**src/rtl/ara_pkg.sv**
```systemverilog
// Shared constants and helpers for the Ara cluster dispatch logic.
package ara_pkg;

  localparam int unsigned DefaultMaxOutstanding = 4;

  // Width of a counter that must represent 0..max_out inclusive.
  function automatic int unsigned cnt_width(input int unsigned max_out);
    return $clog2(max_out + 1);
  endfunction

endpackage

```
**src/rtl/ara_stream_fork.sv**
```systemverilog
// Generic valid/ready fork over N outputs; a done mask prevents duplicate delivery
// to outputs that accepted before the others.
module ara_stream_fork
  import ara_pkg::*;
#(
  parameter int unsigned N = 4
) (
  input  logic         clk_i,
  input  logic         rst_ni,
  input  logic         valid_i,
  output logic         ready_o,
  output logic [N-1:0] valid_o,
  input  logic [N-1:0] ready_i
);

  logic [N-1:0] r_done;
  logic [N-1:0] w_done_d;
  logic [N-1:0] w_hs;

  always_comb begin
    valid_o  = {N{valid_i}} & ~r_done;
    w_hs     = valid_o & ready_i;
    ready_o  = valid_i && (&(r_done | w_hs));
    w_done_d = ready_o ? '0 : (r_done | w_hs);
  end

  always_ff @(posedge clk_i or negedge rst_ni) begin
    if (!rst_ni) begin
      r_done <= '0;
    end else begin
      r_done <= w_done_d;
    end
  end

endmodule

```
**src/rtl/ara_grp_dispatch.sv**
```systemverilog
// Broadcast/join between the core accelerator port and NrGroups Ara instances.
// Define ARA_GRP_RESP_CHECK_EN to add the sticky err_o response-mismatch flag.
module ara_grp_dispatch
  import ara_pkg::*;
#(
  parameter int unsigned NrGroups       = 4,
  parameter int unsigned MaxOutstanding = DefaultMaxOutstanding,
  parameter type         req_t          = logic,
  parameter type         resp_t         = logic
) (
  input  logic                       clk_i,
  input  logic                       rst_ni,
  input  logic                       req_valid_i,
  output logic                       req_ready_o,
  input  req_t                       req_i,
  output logic  [NrGroups-1:0]       grp_req_valid_o,
  input  logic  [NrGroups-1:0]       grp_req_ready_i,
  output req_t                       grp_req_o,
  input  logic  [NrGroups-1:0]       grp_resp_valid_i,
  output logic  [NrGroups-1:0]       grp_resp_ready_o,
  input  resp_t [NrGroups-1:0]       grp_resp_i,
  output logic                       resp_valid_o,
  input  logic                       resp_ready_i,
  output resp_t                      resp_o
`ifdef ARA_GRP_RESP_CHECK_EN
  ,
  output logic                       err_o
`endif
);

  localparam int unsigned    CntW   = cnt_width(MaxOutstanding);
  localparam logic [CntW-1:0] MaxCnt = CntW'(MaxOutstanding);

  logic [CntW-1:0] r_cnt;
  logic [CntW-1:0] w_cnt_d;
  logic            w_full;
  logic            w_fork_valid;
  logic            w_fire;
  logic            w_pop;

  assign w_full       = (r_cnt == MaxCnt);
  assign w_fork_valid = req_valid_i && !w_full;
  assign req_ready_o  = w_fire;
  assign grp_req_o    = req_i;

  ara_stream_fork #(
    .N (NrGroups)
  ) u_fork (
    .clk_i   (clk_i),
    .rst_ni  (rst_ni),
    .valid_i (w_fork_valid),
    .ready_o (w_fire),
    .valid_o (grp_req_valid_o),
    .ready_i (grp_req_ready_i)
  );

  // A response with nothing outstanding is held off rather than popped.
  assign resp_valid_o     = (&grp_resp_valid_i) && (r_cnt != '0);
  assign w_pop            = resp_valid_o && resp_ready_i;
  assign grp_resp_ready_o = {NrGroups{w_pop}};
  assign resp_o           = grp_resp_i[0];

  always_comb begin
    w_cnt_d = r_cnt;
    unique case ({w_fire, w_pop})
      2'b10:   w_cnt_d = r_cnt + CntW'(1);
      2'b01:   w_cnt_d = r_cnt - CntW'(1);
      default: w_cnt_d = r_cnt;
    endcase
  end

  always_ff @(posedge clk_i or negedge rst_ni) begin
    if (!rst_ni) begin
      r_cnt <= '0;
    end else begin
      r_cnt <= w_cnt_d;
    end
  end

`ifdef ARA_GRP_RESP_CHECK_EN
  logic w_mismatch;
  logic r_err;

  always_comb begin
    w_mismatch = 1'b0;
    for (int unsigned g = 1; g < NrGroups; g++) begin
      w_mismatch = w_mismatch | (grp_resp_i[g] != grp_resp_i[0]);
    end
  end

  always_ff @(posedge clk_i or negedge rst_ni) begin
    if (!rst_ni) begin
      r_err <= 1'b0;
    end else if (w_pop && w_mismatch) begin
      r_err <= 1'b1;
    end
  end

  assign err_o = r_err;

  assert property (@(posedge clk_i) disable iff (!rst_ni) w_pop |-> !w_mismatch)
    else $error("ara_grp_dispatch: group responses disagree on pop");
`else
  resp_t [NrGroups-1:0] w_unused_resp;
  assign w_unused_resp = grp_resp_i;
`endif

endmodule

```
**config.mk**
```make
export PLATFORM = sky130hd
export DESIGN_NAME = ara_grp_dispatch
export DESIGN_NICKNAME = d
export VERILOG_FILES = /design/src/rtl/ara_pkg.sv /design/src/rtl/ara_stream_fork.sv /design/src/rtl/ara_grp_dispatch.sv
export SDC_FILE = /design/constraint.sdc
export NUM_CORES = 1
export LEC_CHECK = 0
export CORE_AREA = 2 2 39 41
export CTS_CLUSTER_SIZE = 16
export DETAILED_ROUTE_END_ITERATION = 10
export DIE_AREA = 0 0 41 43
export DONT_BUFFER_PORTS = 1
export GPL_TIMING_DRIVEN = 0
export SETUP_SLACK_MARGIN = 0.5
export SLEW_MARGIN = 20
export SYNTH_ARGS = -nofsm -noshare
export SYNTH_HDL_FRONTEND = slang
export SYNTH_SLANG_ARGS = --single-unit
```
**constraint.sdc**
```tcl
create_clock -name clk_i -period 1.9 [get_ports clk_i]
set_input_delay 0.57 -clock clk_i [delete_from_list [all_inputs] [get_ports clk_i]]
set_output_delay 0.57 -clock clk_i [all_outputs]
set_load 0.02 [all_outputs]
```
== Word-level counts from Yosys, hierarchy flattened ==
Cells that the tools add are included.

* Flip-flop bits (word level): 7
* Word-level logic and storage cells: 22
* Output and inout port bits: 12
* Memories: 0
* Input port bits: 17
* RAM bits: 0
* Bits in latches: 0
* Memory bits (read-only): 0

* Divide/modulo/power cells: 0
* Shifts and indexed selects: 0
* Reduce and logical (&&, ||, !) cells: 9
* Order comparisons: 0
* Bitwise logic cells: 4
* Multipliers: 0
* Eq/ne operators: 3
* Add/sub/neg operators: 2
* Multiplexer cells: 2

{| class="wikitable"
|+ Operators with widths
! cell !! number
|-
| $and 4x4->4 || 2
|-
| $reduce_and 4->1 || 2
|-
| $pmux 3 s2 || 1
|-
| $logic_and 1x1->1 || 4
|-
| $mux 4 || 1
|-
| $not 4->4 || 1
|-
| $or 4x4->4 || 1
|-
| $add 3x1->3 const B || 1
|-
| $eq 3x3->1 const B || 1
|-
| $reduce_bool 3->1 || 1
|-
| $sub 3x1->3 const B || 1
|-
| $eq 2x1->1 const B || 1
|-
| $eq 2x2->1 const B || 1
|-
| $reduce_bool 2->1 || 1
|-
| $logic_not 1->1 || 1
|}

== Longest topological paths before layout ==
Gate-level depths: netlist of run 1.

* Depth in word-level cells: 10
* Mapped depth: 9
* Mapped depth without buffers: 9

== Modules after synthesis ==
From an unflattened synthesis of run 1, not the netlist that was laid out.

* Cell total of the unflattened synthesis: 47
* Area total of the unflattened synthesis: 455.4 µm²

{| class="wikitable"
|+ By module, submodules not included
! module !! area an instance (µm²) !! seq. area each (µm²) !! instances !! cells an instance
|-
| ara_grp_dispatch || 239.0 || 75.1 || 1 || 26
|-
| ara_stream_fork || 216.5 || 100.1 || 1 || 21
|}

== Worst setup path after synthesis of run 1 ==
No wires, ideal clock.

* Path kind: input-to-reg
* Start point: input grp_resp_valid_i[2]
* End point: register r_cnt[2]
* Setup slack: -0.399 ns
* Required time: 1.821 ns
* Data arrival time: 2.220 ns
* Stages on the path: 9
* Setup time: 0.079 ns
* Buffers on the path: 0
* Cells stage by stage: nand4_1 -> nor2_1 -> and2_1 -> ha_1 -> inv_1 -> fa_1 -> xor2_1 -> nor2_1 -> xor2_1

* Longest elaborated chain between the ends: 5
* Elaborated cells between the ends (all ways): 7
* Classes of those cells: eq/ne: 2; mux: 1; reduce/logical: 4

{| class="wikitable"
|+ RTL lines
! what !! line !! RTL
|-
| from (decl) || ara_grp_dispatch.sv:19 || <nowiki>input logic [NrGroups-1:0] grp_resp_valid_i,</nowiki>
|-
| $reduce_and 4->1 * || ara_grp_dispatch.sv:58 || <nowiki>assign resp_valid_o = (&grp_resp_valid_i) && (r_cnt != '0);</nowiki>
|-
| $logic_and 1x1->1 * || ara_grp_dispatch.sv:58 ||
|-
| via resp_valid_o || ara_grp_dispatch.sv:22 || <nowiki>output logic resp_valid_o,</nowiki>
|-
| $logic_and 1x1->1 * || ara_grp_dispatch.sv:59 || <nowiki>assign w_pop = resp_valid_o && resp_ready_i;</nowiki>
|-
| via w_pop || ara_grp_dispatch.sv:39 || <nowiki>logic w_pop;</nowiki>
|-
| $eq 2x1->1 / $eq 2x2->1 (equally long branches) || ara_grp_dispatch.sv:65 || <nowiki>unique case ({w_fire, w_pop})</nowiki>
|-
| $pmux 3 s2 / $reduce_bool 2->1 (equally long branches) || - ||
|-
| to (signal assigned) || ara_grp_dispatch.sv:76 || <nowiki>r_cnt <= w_cnt_d;</nowiki>
|-
| to (decl) || ara_grp_dispatch.sv:34 || <nowiki>logic [CntW-1:0] r_cnt;</nowiki>
|}

Mark *: on every way through the listed nets, which the timed path passes. The rest lies on a longest branch.
A chain may end at the register's enable or synchronous reset.

== Worst setup path in the final report of run 1 ==
* Start point: register r_cnt[1]
* End point: output grp_req_valid_o[0]

* Longest elaborated chain between the ends: 4

{| class="wikitable"
|+ RTL lines
! what !! line !! RTL
|-
| $eq 3x3->1 || ara_grp_dispatch.sv:41 || <nowiki>assign w_full = (r_cnt == MaxCnt);</nowiki>
|-
| $logic_not 1->1 || ara_grp_dispatch.sv:42 || <nowiki>assign w_fork_valid = req_valid_i && !w_full;</nowiki>
|-
| $logic_and 1x1->1 || ara_grp_dispatch.sv:42 ||
|-
| $and 4x4->4 || ara_stream_fork.sv:21 || <nowiki>valid_o = {N{valid_i}} & ~r_done;</nowiki>
|-
| to (decl) || ara_grp_dispatch.sv:16 || <nowiki>output logic [NrGroups-1:0] grp_req_valid_o,</nowiki>
|}

No other way between the ends.

==> key figures, run 1 <==
Power
  – Worst vdd ir: 0.633 mV
  – Pwr dens: 1430 mW/mm^2
  – Lkg Pwr: 0.286 nW

Setup path
  – CP cell instances: or3b_1, buf_6, nand2_8, nor2_4
  – Startpoint types: flip-flop
  – Req. time, crit path: 1.33 ns
  – Slowest stage cell, crit path: dfrtp_1
  – Kind of critical path: flip-flop to output pin
  – Critical Path AT: 1.35 ns
  – Crit. End Element: output pin
  – Crit Path Max Fanout: 4
  – Max incr delay on CP: 0.41 ns

Synthesis
  – Sequential fraction of the synthesis area: 37.9%
  – Seq cells post-synth: 7
  – Distinct cells, synth: 19
  – Syn Nets: 75
  – Yosys warnings: 0
  – Syn Inst Count: 56
  – Syn_area_per_cell: 8.24 sq um
  – Syn Std Cell Area: 462 sq um

Route
  – Remaining DRCs: 0
  – Routed vias/inst: 5.00
  – Met1 wire length: 415 microns
  – Final antenna-violating net count: 0
  – WL met2: 511 microns
  – Drt first pass iters: 4
  – Via count: 415
  – 1st-iter DRT viols: 4
  – Routed WL: 1.00 mm
  – Met3 WL: 72 microns
  – Uppermost layer routed: met3
  – Per-cell routed wire length: 12.0 microns

Final layout
  – Utilization after layout: 51.7%
  – Commonest cells after routing, fill and taps aside: buf_6 (6), nor2_1 (6), buf_4 (6), dfrtp_1 (6), nor2_4 (5)
  – Final #Nets: 87
  – Layout cell share with drive strength beyond 1: 52.2%
  – Area Overhead vs Synth: 55.0%
  – Ant diodes: 0

Floorplanning
  – Die height: 43 microns
  – Row Count: 14
  – Die Area: 0.00176 sq mm
  – Initial Util: 33.4%
  – IO Count: 29
  – Core region area: 0.00138 sq mm
  – Die X: 41 microns

Timing
  – Hold Vio Cnt, Final: 0
  – # setup viols final: 4
  – Fin crit period: 1.92 ns
  – Post-Route Setup TNS: -0.0846 ns
  – FMAX: 0.520 GHz
  – Hold Slack: 0.406 ns
  – Slew margin rel.: 81.9%
  – Tcrit/Tclk final: 101%
  – Max Transition Viols Final: 0
  – Worst-margin pin slew: 0.272 ns
  – Worst setup margin: -0.0215 ns
  – RSZ-0062 raised after global routing: true
  – Worst Skew: 0.00665 ns

Placement
  – DP HPWL: 804 microns
  – Final GP Congestion: 0.617
  – # port buffers: 0

Min path
  – Hold/Removal Path Class: input pin to flip-flop

Global routing
  – Vias in the first global route: 399
  – Initial antenna violation count: 0
  – GR Util All Layers: 14.6%
  – Largest net degree at the start of global routing: 8
  – First-pass GRT wire length: 1.66 mm
  – Overflow left after global routing: 0

Run
  – Max Cap Viol: 0

Clocking
  – Clock Latency Late Sink: 0.25 ns
  – H-Tree Depth: 1
  – CTS root buf: clkbuf_4
  – Clock Tree Buf Depth: 2
  – CTS tree: done
  – Total CTS buffers: 3
  – Reg clk slew, reported paths: 0.06 ns
  – Clk sinks: 7

Status
  – Violated checks: setup timing
  – Run status: finished, violations left
==> cell type report <==
class | instances | area, sq um
fill | 142 | 668
multi-input combinational | 39 | 349
sequential | 7 | 176
buffer | 7 | 71.3
timing repair buffer | 7 | 61.3
clock buffer | 4 | 26.3
tap | 16 | 20.0
inverter | 3 | 11.3
==> metrics by stage <==
| stage | total power, mW | cells | setup slack (ns) | instance area (sq um) |
|---|---|---|---|---|
| after floorplan | 0.719 | 56 | -0.120 | 572 |
| after global placement | 0.775 | 72 | -0.176 | 592 |
| after detailed placement | 0.787 | 72 | -0.196 | 592 |
| after CTS | 1.01 | 82 | -0.0398 | 687 |
| after global routing | 1.11 | 83 | -0.0916 | 716 |
| final | 1.02 | 83 | -0.0215 | 716 |
==> power breakdown <==
group | leakage, nW | internal (mW) | switching [mW]
sequential | 0.0820 | 0.228 | 0.121
clock | 0.0150 | 0.0802 | 0.0555
combinational | 0.189 | 0.271 | 0.265
==> Yosys cell counts (all sizes together) <==
cell / number / area share [%]
nor2: 14 / 11
buf: 7 / 11
dfrtp: 7 / 38
a31oi: 5 / 6.8
inv: 3 / 2.4
nand2: 3 / 2.4
a21oi: 2 / 2.2
and2: 2 / 2.7
nor3: 2 / 2.2
o21ai: 2 / 2.2
xor2: 2 / 3.8
fa: 1 / 4.3
ha: 1 / 2.7
nand4: 1 / 1.4
nor3b: 1 / 1.6
o22ai: 1 / 1.4
or3b: 1 / 1.9
xnor2: 1 / 1.9
==> worst max-delay path, delay by kind of cell (launching register included) <==
family / cells / cell delay, ns
and+or+nand+nor: 3 / 0.54
buffers and inverters: 1 / 0.14
DFF: 1 / 0.41
==> logic make-up after synthesis <==
| logic type | synth area share, % |
|---|---|
| AOI/OAI and AO/OA | 12.5 |
| adders and majority gates | 7.05 |
| and+or+nand+nor | 23.6 |
| buffers and inverters | 13.3 |
| DFF | 37.9 |
| xor gates and xnor gates | 5.69 |
==> registers in the layout (all words and copies together), names as in the netlist <==
register	cells
r_cnt	3
u_fork.r_done	4
==> path summary, 6_finish.rpt <==
| check | startpoint | endpoint | slack (ns) | cells past startpoint |
|---|---|---|---|---|
| max | r_cnt[1] | grp_req_valid_o[0] | -0.02 | 4 |
| min | req_valid_i | u_fork.r_done[1] | 0.41 | 1 |
| max reg2reg | r_cnt[0] | r_cnt[2] | 0.04 | 9 |
| min reg2reg | r_cnt[0] | r_cnt[0] | 0.60 | 2 |
| max in group asynchronous | rst_ni | r_cnt[0] | 1.10 | 1 |
| min in group asynchronous | rst_ni | u_fork.r_done[2] | 0.57 | 1 |
==> repair_timing <==
item                                   in CTS  in global routing
pin swaps                                   9                  2
hold buffers                                1                  1
endpoints found under the hold margin       3                  4
gates cloned                                0                  0
setup endpoints to repair                  13                 17
buffers inserted                            5                  0
resized for setup                           6                  2
==> routing by layer <==
layer	track usage, %	vias up
met5	0	-
met4	6.00	0
met3	7.85	0
met2	20.6	13
met1	17.8	196
li1	-	206
Power figures use the tool's default switching activity.
==> run 2: changes to the inputs <==
--- a/config.mk
+++ b/config.mk
@@ -5,6 +5,7 @@
 export SDC_FILE = /design/constraint.sdc
 export NUM_CORES = 1
 export LEC_CHECK = 0
+export ABC_AREA = 1
 export CORE_AREA = 2 2 39 41
 export CTS_CLUSTER_SIZE = 16
 export DETAILED_ROUTE_END_ITERATION = 10
==> key figures, run 2 <==
Floorplanning
  – Die X: 41 microns (unchanged)
  – Row Count: 14 (unchanged)
  – Core region area: 0.00138 sq mm (unchanged)
  – Initial Util: 38.2% (was 33.4%)
  – Die height: 43 microns (unchanged)
  – Die Area: 0.00176 sq mm (unchanged)
  – IO Count: 29 (unchanged)

Synthesis
  – Yosys top cell by area: dfrtp_1 (unchanged)
  – Syn Std Cell Area: 528 sq um (was 462 sq um)
  – Fraction of registers with async set/reset: 100% (unchanged)
  – Distinct cells, synth: 21 (was 19)
  – Number of flops mapped to enable cells by yosys: 0 (unchanged)
  – Synth area leaders: dfrtp_1 (33%), buf_4 (8.5%), inv_1 (7.8%) (was dfrtp_1 (38%), nor2_1 (11%), buf_4 (9.8%))
  – Syn_area_per_cell: 8.25 sq um (was 8.24 sq um)
  – Syn Nets: 83 (was 75)
  – Main flop type after synthesis: dfrtp_1 (unchanged)
  – Yosys warnings: 0 (unchanged)
  – Sequential fraction of the synthesis area: 33.2% (was 37.9%)
  – Syn Inst Count: 64 (was 56)
  – Synth cell count leaders: inv_1 (11), dfrtp_1 (7), buf_4 (6), nand2_1 (6), nor2_1 (6) (was nor2_1 (14), dfrtp_1 (7), buf_4 (6))
  – Top-count cell post-synth: inv_1 (was nor2_1)
  – Post-synth top area share: 33.2% (was 37.9%)
  – Seq cells post-synth: 7 (unchanged)

Final layout
  – Fin area: 868 sq um (was 716 sq um)
  – Layout cell share with drive strength beyond 1: 64.7% (was 52.2%)
  – Max reg flops: 4 (unchanged)
  – Ant diodes: 0 (unchanged)
  – Final #Nets: 105 (was 87)
  – Registers with the most flip-flops: u_fork.r_done: 4 flops, r_cnt: 3 flops (unchanged)
  – Area Overhead vs Synth: 64.5% (was 55.0%)
  – Most common cell after layout, fill and taps aside: buf_4
  – Commonest cells after routing, fill and taps aside: buf_4 (15), inv_1 (10), dfrtp_1 (7) (was buf_6 (6), nor2_1 (6), buf_4 (6), dfrtp_1 (6), nor2_4 (5))
  – Biggest register: u_fork.r_done (unchanged)

Timing
  – Worst-margin pin slew: 0.203 ns (was 0.272 ns)
  – # setup viols final: 6 (was 4)
  – Post-Route Setup TNS: -0.479 ns (was -0.0846 ns)
  – Max Transition Viols Final: 0 (unchanged)
  – RSZ-0062 raised after global routing: true (unchanged)
  – Tcrit/Tclk final: 106% (was 101%)
  – Slew margin rel.: 86.4% (was 81.9%)
  – Worst Skew: 0.00367 ns (was 0.00665 ns)
  – Fin crit period: 2.01 ns (was 1.92 ns)
  – FMAX: 0.497 GHz (was 0.520 GHz)
  – Worst setup margin: -0.113 ns (was -0.0215 ns)
  – Hold Vio Cnt, Final: 0 (unchanged)

Route
  – Routed vias/inst: 4.84 (was 5.00)
  – Via count: 489 (was 415)
  – Remaining DRCs: 0 (unchanged)
  – Per-cell routed wire length: 12.5 microns (was 12.0 microns)
  – Drt first pass iters: 4 (unchanged)
  – 1st-iter DRT viols: 6 (was 4)
  – Routed WL: 1.26 mm (was 1.00 mm)
  – Final antenna-violating net count: 0 (unchanged)

Clocking
  – Reg clk slew, reported paths: 0.06 ns (about the same)
  – Total CTS buffers: 3 (unchanged)
  – CTS tree: done (unchanged)
  – Clock Latency Late Sink: 0.26 ns (was 0.25 ns)
  – CTS root buf: clkbuf_4 (unchanged)
  – Clk sinks: 7 (unchanged)
  – Clock Tree Buf Depth: 2 (unchanged)
  – H-Tree Depth: 1 (unchanged)

Global routing
  – Vias in the first global route: 449 (was 399)
  – Overflow left after global routing: 0 (unchanged)
  – Largest net degree at the start of global routing: 6 (was 8)
  – Initial antenna violation count: 0 (unchanged)
  – First-pass GRT wire length: 1.84 mm (was 1.66 mm)
  – GR Util All Layers: 16.1% (was 14.6%)

Setup path
  – Req. time, crit path: 2.04 ns (was 1.33 ns)
  – Crit. End Element: flip-flop (was output pin)
  – Startpoint types: flip-flop (unchanged)
  – CP cell instances: nor2_4, buf_4, buf_6, nand2_4, nand2_4, nor2_4, ha_4, inv_4, fa_2, a21oi_2, o21ai_1, xor2_1 (was or3b_1, buf_6, nand2_8, nor2_4)
  – WP buf/inv: 3 (was 1)
  – Slowest stage cell, crit path: dfrtp_1 (unchanged)
  – Critical Path AT: 2.15 ns (was 1.35 ns)
  – Kind of critical path: flip-flop to flip-flop (was flip-flop to output pin)
  – Max incr delay on CP: 0.41 ns (about the same)
  – Crit Path Max Fanout: 5 (was 4)
  – CP top delay family: adder cells (was simple AND/OR/NAND/NOR gates)

Placement
  – Area post-placement: 617 sq um (was 592 sq um)
  – DP HPWL: 773 microns (was 804 microns)
  – Final GP Congestion: 0.707 (was 0.617)
  – # port buffers: 0 (unchanged)
  – Pre-CTS WS: -0.129 ns (was -0.196 ns)

Status
  – Violated checks: setup timing (unchanged)
  – Run status: finished, violations left (unchanged)

Power
  – Pwr dens: 1490 mW/mm^2 (was 1430 mW/mm^2)
  – Lkg Pwr: 0.418 nW (was 0.286 nW)
  – Worst vdd ir: 0.760 mV (was 0.633 mV)

Min path
  – Hold/Removal Path Class: input pin to async pin (was input pin to flip-flop)

Run
  – Max Cap Viol: 0 (unchanged)
run 2: changes by cell type after synthesis, moves of 3 or more:
| cell | previous run | this run |
|---|---|---|
| a31oi_1 | 5 | 2 |
| inv_1 | 3 | 11 |
| inv_2 | 0 | 4 |
| nand2_1 | 3 | 6 |
| nand2_2 | 0 | 3 |
| nand3_2 | 0 | 4 |
| nor2_1 | 14 | 6 |
run 2: routing by layer:
layer / share of wire [%] / vias up / global-route usage (%)
li1: - / 231 / -
met1: 34 / 241 / 17.0
met2: 59 / 15 / 27.2
met3: 5.6 / 2 / 3.14
met4: 0.95 / 0 / 10.0
met5: 0 / - / 0
run 2: stage by stage:
stage	power [mW]	instances	util, %	hold slack (ns)
3_3_place_gp	0.788	80	44.6	0.275
6_report	1.30	101	62.7	0.575
3_5_place_dp	0.806	80	44.6	0.275
4_1_cts	1.17	94	56.4	0.00312
2_1_floorplan	0.731	64	-	0.274
5_1_grt	1.39	101	62.7	0.582
run 2: area by class of cell:
class                           instances  area [sq um]
Tap cell                               16          20.0
Clock buffer                            4          26.3
Sequential cell                         7           175
Fill cell                             120           515
Inverter                               15          61.3
Buffer                                  6          52.6
Multi-Input combinational cell         36           385
Timing Repair Buffer                   17           148
run 2: report_power, final:
group / switching, mW / internal (mW)
registers: 0.0786 / 0.224
clock network: 0.0615 / 0.0806
logic: 0.445 / 0.406
run 2: cell families after synthesis:
logic type,count (synthesis),synth area share (%)
simple gates,22,25.1
flops,7,33.2
fa+ha+maj,2,6.16
xor+xnor,2,3.32
buf+inv,21,19.2
compound gates,10,13.0
run 2: worst paths after layout:
kind / slack [ns] / startpoint / cells after the start / endpoint
setup / recovery: -0.11 / r_cnt[0] / 12 / r_cnt[2]
hold / removal: 0.57 / rst_ni / 1 / u_fork.r_done[3]
setup reg to reg: -0.11 / r_cnt[0] / 12 / r_cnt[2]
hold reg to reg: 0.68 / r_cnt[2] / 2 / r_cnt[2]
max in group asynchronous: 1.15 / rst_ni / 1 / u_fork.r_done[2]
min in group clk_i: 0.58 / req_valid_i / 3 / u_fork.r_done[3]
run 2: what timing repair did:
item                                    CTS  global route
hold buffers                              1             1
pin swaps                                 6             4
buffers inserted                          9             6
hold endpoints to repair                  3             4
cloned                                    0             0
endpoints found under the setup margin   13            13
resized for setup                        14             7
==> run 3: changes to the inputs <==
--- a/config.mk
+++ b/config.mk
@@ -12,6 +12,7 @@
 export DIE_AREA = 0 0 41 43
 export DONT_BUFFER_PORTS = 1
 export GPL_TIMING_DRIVEN = 0
+export PLACE_DENSITY_LB_ADDON = 0.08
 export SETUP_SLACK_MARGIN = 0.5
 export SLEW_MARGIN = 20
 export SYNTH_ARGS = -nofsm -noshare
==> key figures, run 3 (synthesis results as in run 2) <==
Setup path
  – WP buf/inv: 2 (was 3)
  – Number of cells on the critical path: 13 (was 12)
  – Crit Path Max Fanout: 4 (was 5)
  – Startpoint types: flip-flop (unchanged)
  – Register-to-Register Path Depth: 13 (was 12)
  – Crit path to: r_cnt[2] (unchanged)
  – Req. time, crit path: 2.02 ns (was 2.04 ns)
  – Critical Path AT: 2.05 ns (was 2.15 ns)
  – CP cell instances: nor2_4, nand2_4, nand3_2, nand2_2, nand2_2, inv_2, nand3_4, ha_4, inv_4, fa_2, a21oi_2, o21ai_1, xor2_1 (was nor2_4, buf_4, buf_6, nand2_4, nand2_4, nor2_4, ha_4, inv_4, fa_2, a21oi_2, o21ai_1, xor2_1)
  – Max incr delay on CP: 0.41 ns (about the same)
  – FF-to-FF Start: r_cnt[1] (was r_cnt[0])
  – Kind of critical path: flip-flop to flip-flop (unchanged)
  – FF-to-FF End: r_cnt[2] (unchanged)
  – R2R Setup Slk: -0.03 ns (was -0.11 ns)
  – Crit. End Element: flip-flop (unchanged)
  – Crit path top cell by count: nand2_2
  – Slowest stage cell, crit path: dfrtp_1 (unchanged)
  – Critical path origin: r_cnt[1] (was r_cnt[0])
  – CP top delay family: simple AND/OR/NAND/NOR gates (was adder cells)

Placement
  – Area post-placement: 617 sq um (unchanged)
  – Final GP Congestion: 0.595 (was 0.707)
  – Pre-CTS WS: -0.100 ns (was -0.129 ns)
  – DP HPWL: 758 microns (was 773 microns)
  – # port buffers: 0 (unchanged)
  – Placed cells: 80 (unchanged)

Timing
  – Fin crit period: 1.93 ns (was 2.01 ns)
  – Hold Vio Cnt, Final: 0 (unchanged)
  – Worst setup margin: -0.0286 ns (was -0.113 ns)
  – Max Transition Viols Final: 0 (unchanged)
  – Worst Skew: 0.00150 ns (was 0.00367 ns)
  – Post-Route Setup TNS: -0.0322 ns (was -0.479 ns)
  – Slew margin rel.: 79.3% (was 86.4%)
  – Hold Slack: 0.557 ns (was 0.575 ns)
  – # setup viols final: 2 (was 6)
  – Worst-margin pin slew: 0.309 ns (was 0.203 ns)
  – Tcrit/Tclk final: 102% (was 106%)
  – FMAX: 0.519 GHz (was 0.497 GHz)
  – RSZ-0062 raised after global routing: true (unchanged)

Clocking
  – Clk sinks: 7 (unchanged)
  – H-Tree Depth: 1 (unchanged)
  – Total CTS buffers: 3 (unchanged)
  – CTS root buf: clkbuf_4 (unchanged)
  – CTS tree: done (unchanged)
  – Clock Tree Buf Depth: 2 (unchanged)
  – Reg clk slew, reported paths: 0.05 ns (was 0.06 ns)
  – Clock Latency Late Sink: 0.24 ns (was 0.26 ns)

Final layout
  – Registers with the most flip-flops: u_fork.r_done: 4 flops, r_cnt: 3 flops (unchanged)
  – Layout cell share with drive strength beyond 1: 63.4% (was 64.7%)
  – Commonest cells after routing, fill and taps aside: buf_4 (16), inv_1 (10), dfrtp_1 (7) (was buf_4 (15), inv_1 (10), dfrtp_1 (7))
  – Most common cell after layout, fill and taps aside: buf_4 (unchanged)
  – Fill cell count: 130 (was 120)
  – Area Overhead vs Synth: 52.4% (was 64.5%)
  – Fin cells: 98 (was 101)
  – Utilization after layout: 58.1% (was 62.7%)
  – Final #Nets: 102 (was 105)
  – Fin area: 805 sq um (was 868 sq um)
  – Ant diodes: 0 (unchanged)
  – Biggest register: u_fork.r_done (unchanged)
  – Max reg flops: 4 (unchanged)

Route
  – Remaining DRCs: 0 (unchanged)
  – Met1 wire length: 382 microns (was 431 microns)
  – Via count: 450 (was 489)
  – Final antenna-violating net count: 0 (unchanged)
  – Per-cell routed wire length: 10.6 microns (was 12.5 microns)
  – WL met2: 596 microns (was 746 microns)
  – Uppermost layer routed: met4 (unchanged)
  – 1st-iter DRT viols: 8 (was 6)
  – Met3 WL: 46 microns (was 70 microns)
  – Drt first pass iters: 4 (unchanged)
  – Routed vias/inst: 4.59 (was 4.84)
  – Routed WL: 1.04 mm (was 1.26 mm)

Floorplanning
  – IO Count: 29 (unchanged)
  – Die height: 43 microns (unchanged)
  – Die X: 41 microns (unchanged)
  – Core region area: 0.00138 sq mm (unchanged)
  – Die Area: 0.00176 sq mm (unchanged)
  – Row Count: 14 (unchanged)
  – Initial Util: 38.2% (unchanged)

Min path
  – Hold/Removal Path Class: input pin to flip-flop (was input pin to async pin)
  – Hold depth: 4

Run
  – Max Cap Viol: 0 (unchanged)

Global routing
  – Largest net degree at the start of global routing: 8 (was 6)
  – Initial antenna violation count: 0 (unchanged)
  – Overflow left after global routing: 0 (unchanged)
  – Vias in the first global route: 403 (was 449)
  – First-pass GRT wire length: 1.59 mm (was 1.84 mm)
  – GR Util All Layers: 13.6% (was 16.1%)

Power
  – Pwr dens: 1450 mW/mm^2 (was 1490 mW/mm^2)
  – Pwr Total: 1.16 mW (was 1.30 mW)
  – Lkg Pwr: 0.386 nW (was 0.418 nW)
  – Worst vdd ir: 0.651 mV (was 0.760 mV)

Status
  – Run status: finished, violations left (unchanged)
  – Violated checks: setup timing (unchanged)
run 3: worst reg2reg max path: stages (launching register included):
cell and delay, ns:
dfrtp_1 0.41, nor2_4 0.15, nand2_4 0.10, nand3_2 0.08
nand2_2 0.06, nand2_2 0.06, inv_2 0.05, nand3_4 0.06
ha_4 0.14, inv_4 0.03, fa_2 0.33, a21oi_2 0.11
o21ai_1 0.08, xor2_1 0.14
run 3: what timing repair did:
| action | CTS | global route |
|---|---|---|
| hold buffers | 0 | 1 |
| endpoints found under the setup margin | 13 | 13 |
| endpoints found under the hold margin | 0 | 7 |
| gates resized for setup | 8 | 5 |
| pin swaps | 2 | 5 |
| buffers inserted | 6 | 7 |
run 3: power by group:
| group | internal [mW] | total, mW | switching, mW |
|---|---|---|---|
| sequential | 0.225 | 0.298 | 0.0739 |
| combinational | 0.339 | 0.736 | 0.397 |
| clock | 0.0798 | 0.129 | 0.0496 |
run 3: worst min path at each step:
stage | startpoint | slack [ns] | endpoint
finish | grp_req_ready_i[0] | 0.56 | u_fork.r_done[0]
floorplan | rst_ni | 0.27 | r_cnt[0]
detailed placement | rst_ni | 0.27 | u_fork.r_done[1]
global route | grp_req_ready_i[0] | 0.56 | u_fork.r_done[0]
CTS | rst_ni | 0.007 | r_cnt[1]
global placement | rst_ni | 0.27 | u_fork.r_done[1]
run 3: area by class of cell:
class / count / area (sq um) / area share (%)
buffer: 6 / 45.0 / 5.60
clock buffer: 4 / 26.3 / 3.27
tap: 16 / 20.0 / 2.49
timing repair buffer: 14 / 119 / 14.8
inverter: 15 / 58.8 / 7.31
sequential: 7 / 175 / 21.8
multi-input combinational: 36 / 360 / 44.8
run 3: per-layer routing:
metal / up-vias / global-route usage, %
li1: 227 / -
met1: 208 / 13.9
met2: 13 / 22.2
met3: 2 / 4.71
met4: 0 / 8.00
met5: - / 0
